$ cat src/rtl/mm_pkg.sv
// Shared types and defaults for the matrix-multiplier job dispatcher.
// Holds the controller state encoding and the default core/row sizing.
package mm_pkg;

    typedef enum logic [1:0] {
        IDLE     = 2'd0,
        DISPATCH = 2'd1,
        DRAIN    = 2'd2,
        FINISH   = 2'd3
    } mm_state_e;

    localparam int MM_NUM_CORES_DEF = 4;
    localparam int MM_ROW_W_DEF     = 8;
    localparam int MM_ROW_T_W       = MM_ROW_W_DEF;

    typedef logic [MM_ROW_T_W-1:0] mm_row_t;

endpackage

$ cat src/rtl/mm_prio_pick.sv
// Lowest-index one-hot selector: grants the least significant requesting bit.
module mm_prio_pick #(
    parameter int N = 4
) (
    input  logic [N-1:0] i_req,
    output logic [N-1:0] o_grant,
    output logic         o_valid
);

    // isolate the lowest set bit with the two's-complement trick
    always_comb begin
        o_grant = i_req & (~i_req + N'(1));
        o_valid = |i_req;
    end

endmodule

$ cat src/rtl/mm_row_dispatcher.sv
// Splits a multiply job into result rows and hands them to NUM_CORES cores,
// tracking per-core busy state and signalling job completion.
module mm_row_dispatcher
    import mm_pkg::*;
#(
    parameter int NUM_CORES = MM_NUM_CORES_DEF,
    parameter int ROW_W     = MM_ROW_W_DEF
) (
    input  logic                       i_clk,
    input  logic                       i_rst_n,
    input  logic                       i_start,
    input  logic [ROW_W-1:0]           i_rows,
    input  logic                       i_mode,
    input  logic [NUM_CORES-1:0]       i_core_done,
    output logic [NUM_CORES-1:0]       o_core_start,
    output logic [NUM_CORES*ROW_W-1:0] o_core_row,
    output logic [NUM_CORES-1:0]       o_busy,
    output logic                       o_active,
    output logic                       o_done
);

    localparam int CW = ROW_W + 1;

    mm_state_e                  state_r, state_nxt_s;
    logic                       start_prev_r, start_edge_s, launch_s;
    logic                       dispatching_s, all_issued_s, pick_valid_s;
    logic                       mode_r, mode_eff_s;
    logic [ROW_W-1:0]           rows_r, rows_eff_s, rows_done_r, rows_done_nxt_s;
    logic [CW-1:0]              next_row_r, next_row_eff_s, next_row_nxt_s;
    logic [CW-1:0]              row_cnt_r     [NUM_CORES];
    logic [CW-1:0]              row_cnt_eff_s [NUM_CORES];
    logic [CW-1:0]              row_cnt_nxt_s [NUM_CORES];
    logic [NUM_CORES-1:0]       busy_r, busy_eff_s, accepted_s, have_row_s;
    logic [NUM_CORES-1:0]       left_s, eligible_s, grant_s, core_start_r;
    logic [NUM_CORES*ROW_W-1:0] core_row_r;
    logic                       active_r, done_r;

    function automatic logic [ROW_W-1:0] popcount(input logic [NUM_CORES-1:0] v);
        logic [ROW_W-1:0] cnt;
        cnt = '0;
        for (int k = 0; k < NUM_CORES; k++) begin
            cnt = cnt + ROW_W'(v[k]);
        end
        return cnt;
    endfunction

    // Launch detection and eligibility; the launch cycle already dispatches,
    // so it works on the incoming job parameters instead of the latched ones.
    always_comb begin
        start_edge_s    = i_start & ~start_prev_r;
        launch_s        = (state_r == IDLE) && start_edge_s;
        dispatching_s   = (state_r == DISPATCH) || (launch_s && (i_rows != '0));
        rows_eff_s      = launch_s ? i_rows : rows_r;
        mode_eff_s      = launch_s ? i_mode : mode_r;
        next_row_eff_s  = launch_s ? '0 : next_row_r;
        accepted_s      = i_core_done & busy_r;
        busy_eff_s      = (busy_r & ~accepted_s) | core_start_r;
        rows_done_nxt_s = rows_done_r + popcount(accepted_s);
        for (int k = 0; k < NUM_CORES; k++) begin
            row_cnt_eff_s[k] = launch_s ? CW'(k) : row_cnt_r[k];
            have_row_s[k]    = mode_eff_s ? (next_row_eff_s < {1'b0, rows_eff_s})
                                          : (row_cnt_eff_s[k] < {1'b0, rows_eff_s});
            left_s[k]        = row_cnt_r[k] < {1'b0, rows_r};
        end
        eligible_s   = dispatching_s ? (~busy_eff_s & have_row_s) : '0;
        all_issued_s = mode_r ? (next_row_r >= {1'b0, rows_r}) : ~|left_s;
    end

    mm_prio_pick #(
        .N (NUM_CORES)
    ) u_pick (
        .i_req   (eligible_s),
        .o_grant (grant_s),
        .o_valid (pick_valid_s)
    );

    // Row counter advance for whichever core won this cycle
    always_comb begin
        next_row_nxt_s = next_row_eff_s + ((pick_valid_s && mode_eff_s) ? CW'(1) : CW'(0));
        for (int k = 0; k < NUM_CORES; k++) begin
            row_cnt_nxt_s[k] = row_cnt_eff_s[k]
                             + ((grant_s[k] && !mode_eff_s) ? CW'(NUM_CORES) : CW'(0));
        end
    end

    // Job-level next-state logic
    always_comb begin
        state_nxt_s = state_r;
        case (state_r)
            IDLE: begin
                if (launch_s) begin
                    state_nxt_s = (i_rows == '0) ? FINISH : DISPATCH;
                end else begin
                    state_nxt_s = IDLE;
                end
            end
            DISPATCH: begin
                if (all_issued_s) begin
                    state_nxt_s = (rows_done_nxt_s == rows_r) ? FINISH : DRAIN;
                end else begin
                    state_nxt_s = DISPATCH;
                end
            end
            DRAIN: begin
                if (rows_done_nxt_s == rows_r) begin
                    state_nxt_s = FINISH;
                end else begin
                    state_nxt_s = DRAIN;
                end
            end
            FINISH:  state_nxt_s = IDLE;
            default: state_nxt_s = IDLE;
        endcase
    end

    // Controller state, job parameters and counters
    always_ff @(posedge i_clk or negedge i_rst_n) begin
        if (!i_rst_n) begin
            state_r      <= IDLE;
            start_prev_r <= 1'b0;
            rows_r       <= '0;
            mode_r       <= 1'b0;
            next_row_r   <= '0;
            rows_done_r  <= '0;
            active_r     <= 1'b0;
            done_r       <= 1'b0;
            for (int k = 0; k < NUM_CORES; k++) begin
                row_cnt_r[k] <= '0;
            end
        end else begin
            state_r      <= state_nxt_s;
            start_prev_r <= i_start;
            rows_r       <= rows_eff_s;
            mode_r       <= mode_eff_s;
            next_row_r   <= next_row_nxt_s;
            rows_done_r  <= launch_s ? '0 : rows_done_nxt_s;
            active_r     <= (state_nxt_s != IDLE);
            done_r       <= (state_nxt_s == FINISH);
            for (int k = 0; k < NUM_CORES; k++) begin
                row_cnt_r[k] <= row_cnt_nxt_s[k];
            end
        end
    end

    // Per-core start pulse, busy flag and row slot
    always_ff @(posedge i_clk or negedge i_rst_n) begin
        if (!i_rst_n) begin
            busy_r       <= '0;
            core_start_r <= '0;
            core_row_r   <= '0;
        end else begin
            busy_r       <= busy_eff_s;
            core_start_r <= grant_s;
            for (int k = 0; k < NUM_CORES; k++) begin
                if (grant_s[k]) begin
                    core_row_r[k*ROW_W +: ROW_W] <= mode_eff_s ? next_row_eff_s[ROW_W-1:0]
                                                               : row_cnt_eff_s[k][ROW_W-1:0];
                end
            end
        end
    end

    assign o_core_start = core_start_r;
    assign o_core_row   = core_row_r;
    assign o_busy       = busy_r;
    assign o_active     = active_r;
    assign o_done       = done_r;

endmodule

$ cat config.mk
export PLATFORM = sky130hd
export DESIGN_NAME = mm_row_dispatcher
export DESIGN_NICKNAME = d
export VERILOG_FILES = /design/src/rtl/mm_pkg.sv /design/src/rtl/mm_prio_pick.sv /design/src/rtl/mm_row_dispatcher.sv
export SDC_FILE = /design/constraint.sdc
export NUM_CORES = 1
export LEC_CHECK = 0
export ABC_AREA = 1
export CORE_AREA = 2 2 114 116
export DETAILED_ROUTE_END_ITERATION = 7
export DIE_AREA = 0 0 116 118
export DONT_BUFFER_PORTS = 1
export PLACE_DENSITY = 0.69
export REMOVE_ABC_BUFFERS = 1
export SLEW_MARGIN = 30
export SYNTH_ARGS = -nofsm -noshare
export SYNTH_HDL_FRONTEND = slang
export SYNTH_SLANG_ARGS = --single-unit
$ cat constraint.sdc
create_clock -name i_clk -period 5.3 [get_ports i_clk]
set_input_delay 0.53 -clock i_clk [delete_from_list [all_inputs] [get_ports i_clk]]
set_output_delay 0.53 -clock i_clk [all_outputs]
set_load 0.01 [all_outputs]
# After elaboration in Yosys (flattened, before gate mapping)
# Index checks and enable logic that the tools add are counted.
[totals]
regBits = 107
input_bits = 16
output_inout_bits = 42
elab_cells = 97
[op_classes]
add_sub_neg = 10
n_lt_le_gt_ge = 10
n_eq_ne = 5
n_mux = 28
bitwise_logic = 10
reduce_logical = 16
[op_table]
columns = ["cell", "n"]
rows = [
  ["$lt 9x8->1", 9],
  ["$mux 8", 6],
  ["$mux 9", 5],
  ["$add 9x3->9", 4],
  ["$and 4x4->4", 4],
  ["$mux 3", 4],
  ["$not 4->4", 3],
  ["$add 9x1->9", 1],
  ["$ge 9x8->1", 1],
  ["$add 8x4->8", 1],
  ["$eq 8x8->1", 1],
  ["$logic_not 8->1", 1],
  ["$mux 1", 8],
  ["$pmux 2 s4", 1],
  ["$reduce_bool 8->1", 1],
  ["$reduce_or 4->1", 2],
  ["$logic_and 1x1->1", 7],
  ["$eq 2x2->1 const B", 3],
  ["$mux 2", 3],
  ["$add 3x1->4", 1],
  ["$add 4x1->4 const B", 1],
  ["$mux 4", 1],
  ["$or 4x4->4", 1],
  ["$add 2x1->3", 1],
  ["other kinds (8)", 9],
]

# Logic depth before layout (Yosys ltp)
# Gate-level depths: netlist of run 1.
[logic_depth]
depth_word = 14
mapped_depth = 32
depth_no_buf = 28

# Modules after synthesis
# Synthesis of run 1 repeated with hierarchy kept, for this count alone.
[unflattened]
cells_unflattened = 847
area_unflattened_um2 = 6756.5
[by_module_without_submodules]
columns = ["module", "instances", "cells_per_inst", "area_each_um2", "seq_area_each_um2"]
rows = [
  ["mm_row_dispatcher", 1, 837, 6710.2, 2677.6],
  ["mm_prio_pick", 1, 10, 46.3, 0.0],
]

# Worst setup path after synthesis of run 1
# Ideal clock, no wire load.
[synth_timing]
path_type = "input -> register"
from = "input i_start"
to = "register next_row_r[8]"
setup_time_ns = 0.123
arrival_ns = 4.120
required_time_ns = 5.177
slack_ns = 1.057
path_stages = 28
path_buffers = 4
path_cell_list = "inv_1 -> nor2_4 -> nand2_4 -> buf_6 -> buf_6 -> buf_6 -> clkbuf_1 -> o21ai_0 -> ha_1 -> nand2_1 -> a21oi_2 -> o21ai_1 -> nor2_1 -> nand3_1 -> nand3_1 -> nand2_1 -> nand3_2 -> nand2_2 -> nor2_4 -> a21oi_1 -> ha_1 -> ha_1 -> inv_1 -> nor3_1 -> nand2_1 -> nor2_1 -> nand3_1 -> xor2_1"
[synth_between]
elab_chain_len = 11
elab_cells_between_ends = 26
classes_between = "add/sub: 1; order compare: 5; mux: 13; bitwise: 2; reduce/logical: 5"
[synth_rtl]
columns = ["item", "line_no", "text"]
rows = [
  ["start: declaration", "mm_row_dispatcher.sv:11", "input logic i_start,"],
  ["$and 1x1->1 (*)", "mm_row_dispatcher.sv:50", "start_edge_s = i_start & ~start_prev_r;"],
  ["$logic_and 1x1->1 (*)", "mm_row_dispatcher.sv:51", "launch_s = (state_r == IDLE) && start_edge_s;"],
  ["$mux 9 (tied with other cells)", "mm_row_dispatcher.sv:60", "row_cnt_eff_s[k] = launch_s ? CW'(k) : row_cnt_r[k];"],
  ["$lt 9x8->1, on equally long branches", "mm_row_dispatcher.sv:62, mm_row_dispatcher.sv:61", ""],
  ["$mux 1", "mm_row_dispatcher.sv:61", "have_row_s[k] = mode_eff_s ? (next_row_eff_s < {1'b0, rows_eff_s})"],
  ["$and 4x4->4", "mm_row_dispatcher.sv:65", "eligible_s = dispatching_s ? (~busy_eff_s & have_row_s) : '0;"],
  ["$mux 4", "mm_row_dispatcher.sv:65", ""],
  ["$reduce_or 4->1", "mm_prio_pick.sv:13", "o_valid = |i_req;"],
  ["$logic_and 1x1->1", "mm_row_dispatcher.sv:79", "next_row_nxt_s = next_row_eff_s + ((pick_valid_s && mode_eff_s) ? CW'(1) : CW'(0));"],
  ["$mux 1", "mm_row_dispatcher.sv:79", ""],
  ["$add 9x1->9 (*)", "mm_row_dispatcher.sv:79", ""],
  ["via next_row_nxt_s[8]", "mm_row_dispatcher.sv:29", "logic [CW-1:0] next_row_r, next_row_eff_s, next_row_nxt_s;"],
  ["end signal: assignment", "mm_row_dispatcher.sv:135", "next_row_r <= next_row_nxt_s;"],
  ["end: declaration", "mm_row_dispatcher.sv:29", ""],
]
# Mark *: on every way through the listed nets, which the timed path passes. The rest lies on a longest branch.
# A chain may end at the register's enable or synchronous reset.

==> summary.txt, run 1 <==
Outcome
  – Status: completed

GRT
  – Initial antenna violation count: 0
  – GRT overflow: 0
  – Tot GR Track Use: 0.282
  – First-pass GRT wire length: 29.4 mm
  – Largest net degree at the start of global routing: 108
  – Number of global-route vias before repair: 5,535

Worst setup path
  – Crit Path Max Fanout: 32
  – R2r startpoint: state_r[1]
  – Max incr delay on CP: 0.46 ns
  – R2R Setup Slk: 0.64 ns
  – Reg2reg end: row_cnt_r[17]
  – Slowest cell on the critical path: inv_2
  – Setup crit end kind: flop
  – R2R cell count: 23
  – Kind of critical path: reg -> reg
  – CP Launch Point: state_r[1]
  – Critical Path, Cell by Cell: nor2_4 > nand2_4 > inv_2 > nor2_1 > ha_1 > nand2_1 > a21oi_2 > o21ai_1 > nor2_1 > nand3_1 > nand3_1 > nand2_1 > nand3_2 > nand2_2 > nor2_8 > inv_4 > nor2_1 > ha_1 > ha_1 > inv_1 > nor3_1 > nand3_1 > xor2_1
  – CP startpoint kind: flop
  – CP top delay family: simple AND/OR/NAND/NOR gates
  – Crit path buf inv count: 3
  – Critical Path RT: 5.55 ns
  – Crit path arrival time: 4.91 ns

Logic synthesis
  – Synth top area cells: dfrtp_1 40%, ha_1 13%, nand2_1 12%
  – Post-synthesis mux area share: 0
  – Post-synthesis adder-cell area fraction: 0.135
  – Mapped Cells: 830
  – Commonest cells post-synth: 219 x nand2_1, 107 x dfrtp_1, 101 x inv_1
  – Seq/Total Area, Yosys: 0.398
  – Async SR Flop Fraction: 1.00
  – Mean Syn Cell Area: 8.10 um^2
  – Main combinational cell family by area after synthesis: simple AND/OR/NAND/NOR gates
  – Top FF cell, synth: dfrtp_1
  – Cell variety after synth: 41
  – Synth area leader: dfrtp_1
  – EDFF count, synth: 0
  – Top-area cell type share of the netlist area: 0.398
  – Synth Warn #: 0
  – Most numerous cell in the Yosys netlist: nand2_1
  – Area of the mapped netlist: 0.00672 mm^2
  – Seq cells post-synth: 107
  – Simple-gate portion of the synthesized area: 0.264
  – Post-synthesis xor/xnor area fraction: 0.0391
  – Compound-cell area share of the yosys netlist: 0.0899

Clock network
  – Clk root buf: clkbuf_16
  – CTS tree: done
  – # Post-CTS Setup Buffers: 0
  – Clock Path Buffers: 2
  – Worst-path clk slew: 0.07 ns
  – Clock Sinks: 107
  – CTS resizes: 0
  – CTS buffer count: 9
  – Worst-skew pair later-pin latency: 0.36 ns
  – H-tree levels: 3

Pwr
  – Total power: 3.77 mW
  – Worst VDD drop: 0.200 mV
  – Leak pwr: 3.86 nW
  – Pwr dens: 523 mW/mm^2

Floorplan
  – # IOs: 58
  – Die ar.: 0.0137 mm^2
  – Core area: 0.0124 mm^2
  – Die H: 118 um
  – Placement row count: 41
  – Die W: 116 um
  – Initial Utilization: 0.542

Route
  – Router iterations before antenna repair: 6
  – Initial DRC Count: 567
  – # DRC: 0
  – Wire length after detailed routing: 18.4 mm
  – DRT antenna net count: 0
  – Vias/cell: 5.65
  – Routed WL per cell: 18.2 um
  – Routed vias: 5,710

Cells and area
  – Diode count: 0
  – Area Overhead vs Synth: 7.24%
  – Final nets: 920
  – Non-filler cells, final: 1,010
  – FILL cells: 1,130
  – Share of post-route cells with drive strength above 1: 0.0585
  – FF/Latch Area: 0.00268 mm^2
  – Multi-input gate area: 0.00355 mm^2
  – Post-layout util: 0.581

STA
  – Final Cycle Share: 0.879
  – Max Slew Vio Count: 0
  – Final Skew: 0.00786 ns
  – Post-layout min period: 4.66 ns
  – RSZ-0062 raised after global routing: no
  – Worst slew pin tran: 0.522 ns
  – Setup tns final: 0 ns
  – Final hold viol count: 0
  – Final setup vio count: 0
  – Slew margin rel.: 0.652
  – Fmax achieved: 215 MHz

Place
  – Port Buffers: 0
  – Hpwl dp: 14.2 mm
  – Placer Congestion: 0.968
  – Placed cell count: 993

Min path
  – Worst Hold Class: in -> async

Job
  – Max Cap Viol: 0
==> where the power goes <==
group	internal, mW	leakage [nW]	switching [mW]
logic	0.581	2.33	1.25
clock network	0.369	0.142	0.324
registers	1.03	1.39	0.218
total	1.98	3.86	1.79
==> logic make-up (layout without fill, tap and decap cells) <==
| logic type | Yosys count | count (layout) |
|---|---|---|
| AO/OA/AOI/OAI | 103 | 103 |
| adder cells (fa/ha/maj) | 71 | 71 |
| AND/OR/NAND/NOR | 399 | 399 |
| XOR/XNOR | 30 | 30 |
| buffers and inverters | 120 | 128 |
| flip-flops | 107 | 107 |
==> worst reg2reg max path: stages, from the launching register on <==
cell and delay (ns):
dfrtp_1 0.42, nor2_4 0.18, nand2_4 0.23, inv_2 0.48, nor2_1 0.15, ha_1 0.33
nand2_1 0.06, a21oi_2 0.11, o21ai_1 0.07, nor2_1 0.18, nand3_1 0.10, nand3_1 0.12
nand2_1 0.08, nand3_2 0.24, nand2_2 0.17, nor2_8 0.19, inv_4 0.08, nor2_1 0.15
ha_1 0.23, ha_1 0.17, inv_1 0.06, nor3_1 0.41, nand3_1 0.15, xor2_1 0.17
==> final cells by class <==
class                   instances  share of cell area
clock inverters                 7              0.0106
clock buffers                   9              0.0312
well taps                     172              0.0298
multi-input cells             603               0.492
inverters                     106              0.0555
repair buffers                  6             0.00902
flip-flops and latches        107               0.371
==> how the worst max path moves through the flow <==
stage	to	slack (ns)	cells after the start
after floorplan	next_row_r[8]	1.25	24
after global placement	row_cnt_r[17]	0.80	24
after detailed placement	row_cnt_r[17]	0.59	24
after CTS	row_cnt_r[17]	0.67	23
after global routing	row_cnt_r[17]	0.33	23
final	row_cnt_r[17]	0.64	23
==> state kept, by name (all words and copies together), names as in the netlist <==
| name | cells |
|---|---|
| o_busy | 4 |
| o_core_row | 32 |
| next_row_r | 9 |
| o_core_start | 4 |
| row_cnt_r | 36 |
| state_r | 2 |
| rows_r | 8 |
| o_done | 1 |
| rows_done_r | 8 |
| mode_r | 1 |
| start_prev_r | 1 |
| o_active | 1 |
==> what timing repair did <==
| item | 4_1_cts | 5_1_grt |
|---|---|---|
| endpoints found under the setup margin | 0 | 0 |
| endpoints found under the hold margin | 107 | 0 |
| hold buffers | 1 | 0 |
==> metal layers <==
| layer | share of wire | vias up | track usage |
|---|---|---|---|
| li1 | - | 2711 | - |
| met1 | 0.45 | 2664 | 0.406 |
| met2 | 0.44 | 284 | 0.424 |
| met3 | 0.073 | 51 | 0.0402 |
| met4 | 0.037 | 0 | 0.116 |
| met5 | 0 | - | 0 |
==> cell usage in the layout, fill, tap and decap left out, types with 3 or more instances in the layout <==
master       n
nor2_4       5
inv_1      101
nor3b_1      5
nand3b_1     4
buf_4        5
inv_2        4
clkbuf_16    9
o21ai_0     36
a21oi_1     27
nand3_2      3
xnor2_1     11
nor3_1      13
a211oi_1     4
fa_1         3
nor2_1      72
o21bai_1    10
nand3_1     59
a31oi_1      8
a21o_1       4
ha_1        68
dfrtp_1    107
nand2_1    219
o211ai_1     7
nand2_2      6
nor4_1       4
xor2_1      19
==> through the flow <==
step | area [um^2] | worst slack, ns | hold WS, ns
after floorplan | 6630 | 1.25 | 0.234
after global placement | 6880 | 0.801 | 0.238
after detailed placement | 6880 | 0.592 | 0.238
after CTS | 7210 | 0.673 | 0.135
after global routing | 7210 | 0.329 | 0.160
final | 7210 | 0.641 | 0.123
Note: power is estimated with default switching activity, not from simulation.
==> run 2, diff against run 1 <==
Settings changed: PLACE_DENSITY 0.69 to 0.77.
==> summary.txt, run 2 (same netlist as run 1, synthesis figures left out) <==
Clock network
  – CTS buffer count: 9 (unchanged)
  – Clk root buf: clkbuf_16 (unchanged)
  – # Post-CTS Setup Buffers: 0 (unchanged)
  – CTS tree: done (unchanged)
  – Clock Path Buffers: 2 (unchanged)
  – H-tree levels: 3 (unchanged)
  – Worst-skew pair later-pin latency: 0.35 ns (was 0.36 ns)
  – Clock Sinks: 107 (unchanged)
  – Worst-path clk slew: 0.07 ns (about the same)
  – CTS resizes: 0 (unchanged)

Cells and area
  – Multi-input gate area: 0.00355 mm^2 (unchanged)
  – Most frequent cells in the layout: 219 x nand2_1, 107 x dfrtp_1, 101 x inv_1 (unchanged)
  – Area Overhead vs Synth: 6.98% (was 7.24%)
  – Most common cell after layout, fill and taps aside: nand2_1 (unchanged)
  – Post-layout util: 0.579 (was 0.581)
  – Non-filler cells, final: 1,009 (was 1,010)
  – FILL cells: 1,098 (was 1,130)
  – Final nets: 920 (unchanged)
  – Largest register FFs: 36 (unchanged)
  – FF/Latch Area: 0.00268 mm^2 (unchanged)
  – Share of post-route cells with drive strength above 1: 0.0562 (was 0.0585)
  – Largest register by flop count: row_cnt_r (unchanged)
  – Diode count: 0 (unchanged)

Floorplan
  – Core area: 0.0124 mm^2 (unchanged)
  – # IOs: 58 (unchanged)
  – Die H: 118 um (unchanged)
  – Placement row count: 41 (unchanged)
  – Die ar.: 0.0137 mm^2 (unchanged)
  – Die W: 116 um (unchanged)
  – Initial Utilization: 0.542 (unchanged)

GRT
  – Number of global-route vias before repair: 5,451 (was 5,535)
  – Initial antenna violation count: 0 (unchanged)
  – First-pass GRT wire length: 27.8 mm (was 29.4 mm)
  – Met2 usage: 0.407 (was 0.424)
  – Tot GR Track Use: 0.263 (was 0.282)
  – GRT Max-Usage Layer: met2 (unchanged)
  – Largest net degree at the start of global routing: 108 (unchanged)
  – GRT overflow: 0 (unchanged)
  – GR Layer Usage met1: 0.350 (was 0.406)
  – Global Route met3 Usage: 0.0705 (was 0.0402)

Worst setup path
  – CP startpoint kind: flop (unchanged)
  – Critical Path RT: 5.54 ns (was 5.55 ns)
  – Setup crit end kind: flop (unchanged)
  – Crit Path Max Fanout: 35 (was 32)
  – Kind of critical path: reg -> reg (unchanged)
  – Crit path arrival time: 4.69 ns (was 4.91 ns)

Outcome
  – Status: completed (unchanged)

STA
  – Slew margin rel.: 0.618 (was 0.652)
  – Worst slew pin tran: 0.574 ns (was 0.522 ns)
  – Setup tns final: 0 ns (unchanged)
  – Fmax achieved: 225 MHz (was 215 MHz)
  – Final hold viol count: 0 (unchanged)
  – Final Cycle Share: 0.839 (was 0.879)
  – Post-layout min period: 4.45 ns (was 4.66 ns)
  – Final Skew: 0.00459 ns (was 0.00786 ns)
  – RSZ-0062 raised after global routing: no (unchanged)
  – Max Slew Vio Count: 0 (unchanged)
  – Final setup vio count: 0 (unchanged)

Route
  – Initial DRC Count: 601 (was 567)
  – # DRC: 0 (unchanged)
  – Vias/cell: 5.53 (was 5.65)
  – Routed vias: 5,577 (was 5,710)
  – Router iterations before antenna repair: 5 (was 6)
  – Routed WL per cell: 17.1 um (was 18.2 um)
  – DRT antenna net count: 0 (unchanged)
  – Wire length after detailed routing: 17.3 mm (was 18.4 mm)

Job
  – Max Cap Viol: 0 (unchanged)

Min path
  – Worst Hold Class: in -> async (unchanged)

Place
  – Placer Congestion: 0.941 (was 0.968)
  – Port Buffers: 0 (unchanged)
  – Placed cell count: 993 (unchanged)
  – Hpwl dp: 12.8 mm (was 14.2 mm)

Pwr
  – Pwr dens: 518 mW/mm^2 (was 523 mW/mm^2)
  – Worst VDD drop: 0.213 mV (was 0.200 mV)
  – Leak pwr: 3.85 nW (was 3.86 nW)
## run 2: changes by cell type in the layout (fill, tap and decap cells not counted), sizes merged
| cell | previous run | this run |
|---|---|---|
| clkbuf | 9 | 10 |
| clkinv | 3 | 2 |
| inv | 107 | 106 |
## run 2: path summary, 6_finish.rpt
kind | from | end | slack, ns | cells past startpoint
setup / recovery | state_r[1] | next_row_r[8] | 0.85 | 26
hold / removal | i_rst_n | row_cnt_r[34] | 0.07 | 1
setup reg to reg | state_r[1] | next_row_r[8] | 0.85 | 26
hold reg to reg | row_cnt_r[16] | row_cnt_r[16] | 0.48 | 1
max in group asynchronous | i_rst_n | next_row_r[1] | 4.73 | 1
min in group i_clk | i_start | start_prev_r | 0.20 | 0
## run 2: routing by layer
metal	part of all wire	wire length [um]
met4	0.030	515
met3	0.085	1460
met2	0.45	7830
met1	0.43	7450
met5	0	0
## run 2: timing repair
item,in CTS,in global routing
hold endpoints to repair,107,0
hold buffers,1,0
setup endpoints to repair,0,0
## run 2: area by class of cell
| class | count | area share |
|---|---|---|
| repair buffers | 6 | 0.00905 |
| multi-input cells | 603 | 0.494 |
| clock buffers | 10 | 0.0318 |
| clock inverters | 5 | 0.00765 |
| well taps | 172 | 0.0299 |
| inverters | 106 | 0.0557 |
| flip-flops and latches | 107 | 0.372 |
## run 2: per-stage QoR
step / power (mW) / worst slack (ns) / hold slack (ns) / area (um^2)
final: 3.73 / 0.855 / 0.0721 / 7190
after global routing: 4.05 / 0.328 / 0.155 / 7190
after CTS: 3.71 / 0.915 / 0.148 / 7190
after detailed placement: 3.02 / 0.819 / 0.240 / 6880
after global placement: 2.97 / 0.916 / 0.240 / 6880
after floorplan: 2.52 / 1.25 / 0.234 / 6630
## run 2: where the power goes
| part | switching, mW | internal [mW] |
|---|---|---|
| Combinational | 1.24 | 0.577 |
| Sequential | 0.217 | 1.03 |
| Clock | 0.300 | 0.362 |
## run 2: worst max-delay path, cell delays in order (launching register included)
cell and delay, ns:
dfrtp_1 0.42, nor2_4 0.18, nand2_4 0.25, inv_2 0.47
nor2_1 0.15, ha_1 0.32, nand2_1 0.07, inv_1 0.04
nand2_1 0.05, nor2_1 0.04, nand2_1 0.05, nand2_1 0.05
nand2_1 0.05, nand2_1 0.08, nand2_2 0.12, nand3_2 0.26
nand2_2 0.24, nor2_4 0.08, a21oi_1 0.13, ha_1 0.19
ha_1 0.16, inv_1 0.06, nor3_1 0.30, nand2_1 0.12
nor2_1 0.17, nand3_1 0.11, xor2_1 0.15
==> run 3, diff against run 2 <==
Settings changed: PLACE_DENSITY 0.77 to 0.8.
Clock period 5.3 ns to 3.7 ns, I/O delays scaled along.
==> summary.txt, run 3 (same netlist as run 1, synthesis figures left out) <==
Worst setup path
  – Kind of critical path: reg -> reg (unchanged)
  – Setup crit end kind: flop (unchanged)
  – Max incr delay on CP: 0.42 ns (was 0.47 ns)
  – Critical Path, Cell by Cell: nor2_4 > nand2_4 > buf_12 > o21ai_2 > inv_2 > ha_1 > nand2_1 > a21oi_2 > o21ai_1 > nor2_1 > nand3_1 > nand3_1 > nand2_1 > nand3_4 > buf_6 > nand4_4 > nor2_1 > ha_1 > ha_1 > inv_1 > nor3_4 > nand3_1 > xor2_1
  – Crit Path Max Fanout: 11 (was 35)
  – Reg2reg end: row_cnt_r[8] (was next_row_r[8])
  – Crit path arrival time: 3.81 ns (was 4.69 ns)
  – Critical Path RT: 3.94 ns (was 5.54 ns)
  – Slowest cell on the critical path: dfrtp_1 (was inv_2)
  – CP top delay family: simple AND/OR/NAND/NOR gates (unchanged)
  – R2R Setup Slk: 0.13 ns (was 0.85 ns)
  – Crit path buf inv count: 4 (was 3)
  – R2R cell count: 23 (was 26)
  – R2r startpoint: state_r[1] (unchanged)
  – CP startpoint kind: flop (unchanged)

Floorplan
  – Die H: 118 um (unchanged)
  – Die ar.: 0.0137 mm^2 (unchanged)
  – Placement row count: 41 (unchanged)
  – Die W: 116 um (unchanged)
  – Initial Utilization: 0.542 (unchanged)
  – # IOs: 58 (unchanged)
  – Core area: 0.0124 mm^2 (unchanged)

STA
  – Final setup vio count: 0 (unchanged)
  – Fmax achieved: 280 MHz (was 225 MHz)
  – Final Cycle Share: 0.965 (was 0.839)
  – Slew margin rel.: 0.619 (was 0.618)
  – Final hold viol count: 0 (unchanged)
  – RSZ-0062 raised after global routing: yes (was no)
  – Post-layout min period: 3.57 ns (was 4.45 ns)
  – Final Skew: 0.0147 ns (was 0.00459 ns)
  – Max Slew Vio Count: 0 (unchanged)
  – Worst setup margin: 0.131 ns (was 0.855 ns)
  – Worst hold slack: 0.0364 ns (was 0.0721 ns)
  – Worst slew pin tran: 0.572 ns (was 0.574 ns)

Route
  – Wire length after detailed routing: 19.2 mm (was 17.3 mm)
  – Routed WL per cell: 18.1 um (was 17.1 um)
  – Initial DRC Count: 573 (was 601)
  – DRT antenna net count: 0 (unchanged)
  – Routed vias: 6,037 (was 5,577)
  – # DRC: 0 (unchanged)
  – Vias/cell: 5.68 (was 5.53)
  – Router iterations before antenna repair: 7 (was 5)

Clock network
  – Clk root buf: clkbuf_16 (unchanged)
  – Clock Sinks: 107 (unchanged)
  – H-tree levels: 3 (unchanged)
  – Worst-skew pair later-pin latency: 0.36 ns (was 0.35 ns)
  – Clock Path Buffers: 2 (unchanged)
  – CTS buffer count: 9 (unchanged)
  – Worst-path clk slew: 0.07 ns (about the same)
  – CTS tree: done (unchanged)

Outcome
  – Status: completed (unchanged)

GRT
  – Number of global-route vias before repair: 5,576 (was 5,451)
  – First-pass GRT wire length: 28.7 mm (was 27.8 mm)
  – Initial antenna violation count: 0 (unchanged)
  – GRT overflow: 0 (unchanged)
  – Tot GR Track Use: 0.272 (was 0.263)
  – Largest net degree at the start of global routing: 108 (unchanged)

Min path
  – Hold depth: 0
  – Hold_sp: i_start
  – WHS Endpoint: start_prev_r
  – Worst Hold Class: in -> reg (was in -> async)

Place
  – Cell Area, Placed: 0.00713 mm^2 (was 0.00688 mm^2)
  – Placed cell count: 1,025 (was 993)
  – Pre-CTS setup slack: -0.144 ns (was 0.819 ns)
  – Hpwl dp: 13.5 mm (was 12.8 mm)
  – Port Buffers: 0 (unchanged)
  – Placer Congestion: 1.01 (was 0.941)

Pwr
  – Worst VDD drop: 0.340 mV (was 0.213 mV)
  – Sw Ratio: 0.462 (was 0.471)
  – Logic pwr share: 0.533 (was 0.487)
  – Sw power: 2.82 mW (was 1.76 mW)
  – Pint: 3.28 mW (was 1.97 mW)
  – Pwr dens: 773 mW/mm^2 (was 518 mW/mm^2)
  – Total power: 6.10 mW (was 3.73 mW)
  – Clock Power Share: 0.172 (was 0.178)
  – Leak pwr: 4.19 nW (was 3.85 nW)
  – Sequential share of power: 0.295 (was 0.335)

Cells and area
  – Largest register FFs: 36 (unchanged)
  – Final Cell Area: 0.00789 mm^2 (was 0.00719 mm^2)
  – Most frequent cells in the layout: 209 x nand2_1, 107 x dfrtp_1, 97 x inv_1 (was 219 x nand2_1, 107 x dfrtp_1, 101 x inv_1)
  – Area Overhead vs Synth: 17.3% (was 6.98%)
  – Non-filler cells, final: 1,062 (was 1,009)
  – Most common cell after layout, fill and taps aside: nand2_1 (unchanged)
  – Diode count: 0 (unchanged)
  – Final nets: 972 (was 920)
  – Largest register by flop count: row_cnt_r (unchanged)
  – Share of post-route cells with drive strength above 1: 0.151 (was 0.0562)

Job
  – Max Cap Viol: 0 (unchanged)
run 3: worst max path at each step:
stage                            start             to  slack, ns  depth (start not counted)
final                       state_r[1]   row_cnt_r[8]       0.13                         23
after global routing        state_r[1]  row_cnt_r[17]      -0.13                         25
after CTS                 start_prev_r   row_cnt_r[8]      0.003                         26
after detailed placement    state_r[1]   row_cnt_r[8]      -0.14                         26
after global placement      state_r[1]   row_cnt_r[8]       -0.1                         26
after floorplan             state_r[1]  next_row_r[8]      -0.21                         23
run 3: what timing repair did:
action                                 CTS  global route
setup buffers                            1            17
cloned                                   0             1
pin swaps                                3            23
hold buffers                             2             0
gates resized for setup                 13            48
endpoints found under the hold margin  107             0
setup endpoints to repair                5            15
run 3: final cells by class:
type | instances | area [um^2]
sequential | 107 | 2680
fill | 966 | 4520
timing repair buffer | 58 | 524
clock buffer | 9 | 225
inverter | 106 | 408
clock inverter | 7 | 92.6
tap | 172 | 215
multi-input combinational | 603 | 3750
run 3: power groups by stage:
| stage | logic (mW) | registers [mW] | clock network [mW] |
|---|---|---|---|
| after detailed placement | 2.79 | 1.81 | 0 |
| after global placement | 2.72 | 1.80 | 0 |
| final | 3.25 | 1.80 | 1.05 |
| after floorplan | 1.86 | 1.75 | 0 |
| after CTS | 2.88 | 1.79 | 1.05 |
| after global routing | 3.58 | 1.83 | 1.09 |
run 3: metrics by stage:
stage / util / TNS [ns]
floorplan: - / -0.366
global placement: 0.575 / -0.188
detailed placement: 0.575 / -0.426
CTS: 0.607 / 0
global route: 0.636 / -0.488
finish: 0.636 / 0
run 3: worst reg2reg max path, delay by kind of cell, from the launching register on:
family / cells / cell delay [ns]
AND/OR/NAND/NOR: 12 / 1.41
adder cells (fa/ha/maj): 3 / 0.65
buffers and inverters: 4 / 0.47
flip-flops: 1 / 0.42
AO/OA/AOI/OAI: 3 / 0.36
XOR/XNOR: 1 / 0.16
run 3: layer usage:
metal / part of all wire / vias up / GRT usage / wire [um]
met5: 0 / - / 0 / 0
met2: 0.46 / 295 / 0.431 / 8760
met1: 0.41 / 2833 / 0.368 / 7900
met3: 0.082 / 95 / 0.0396 / 1580
met4: 0.052 / 0 / 0.124 / 992
li1: - / 2814 / - / -
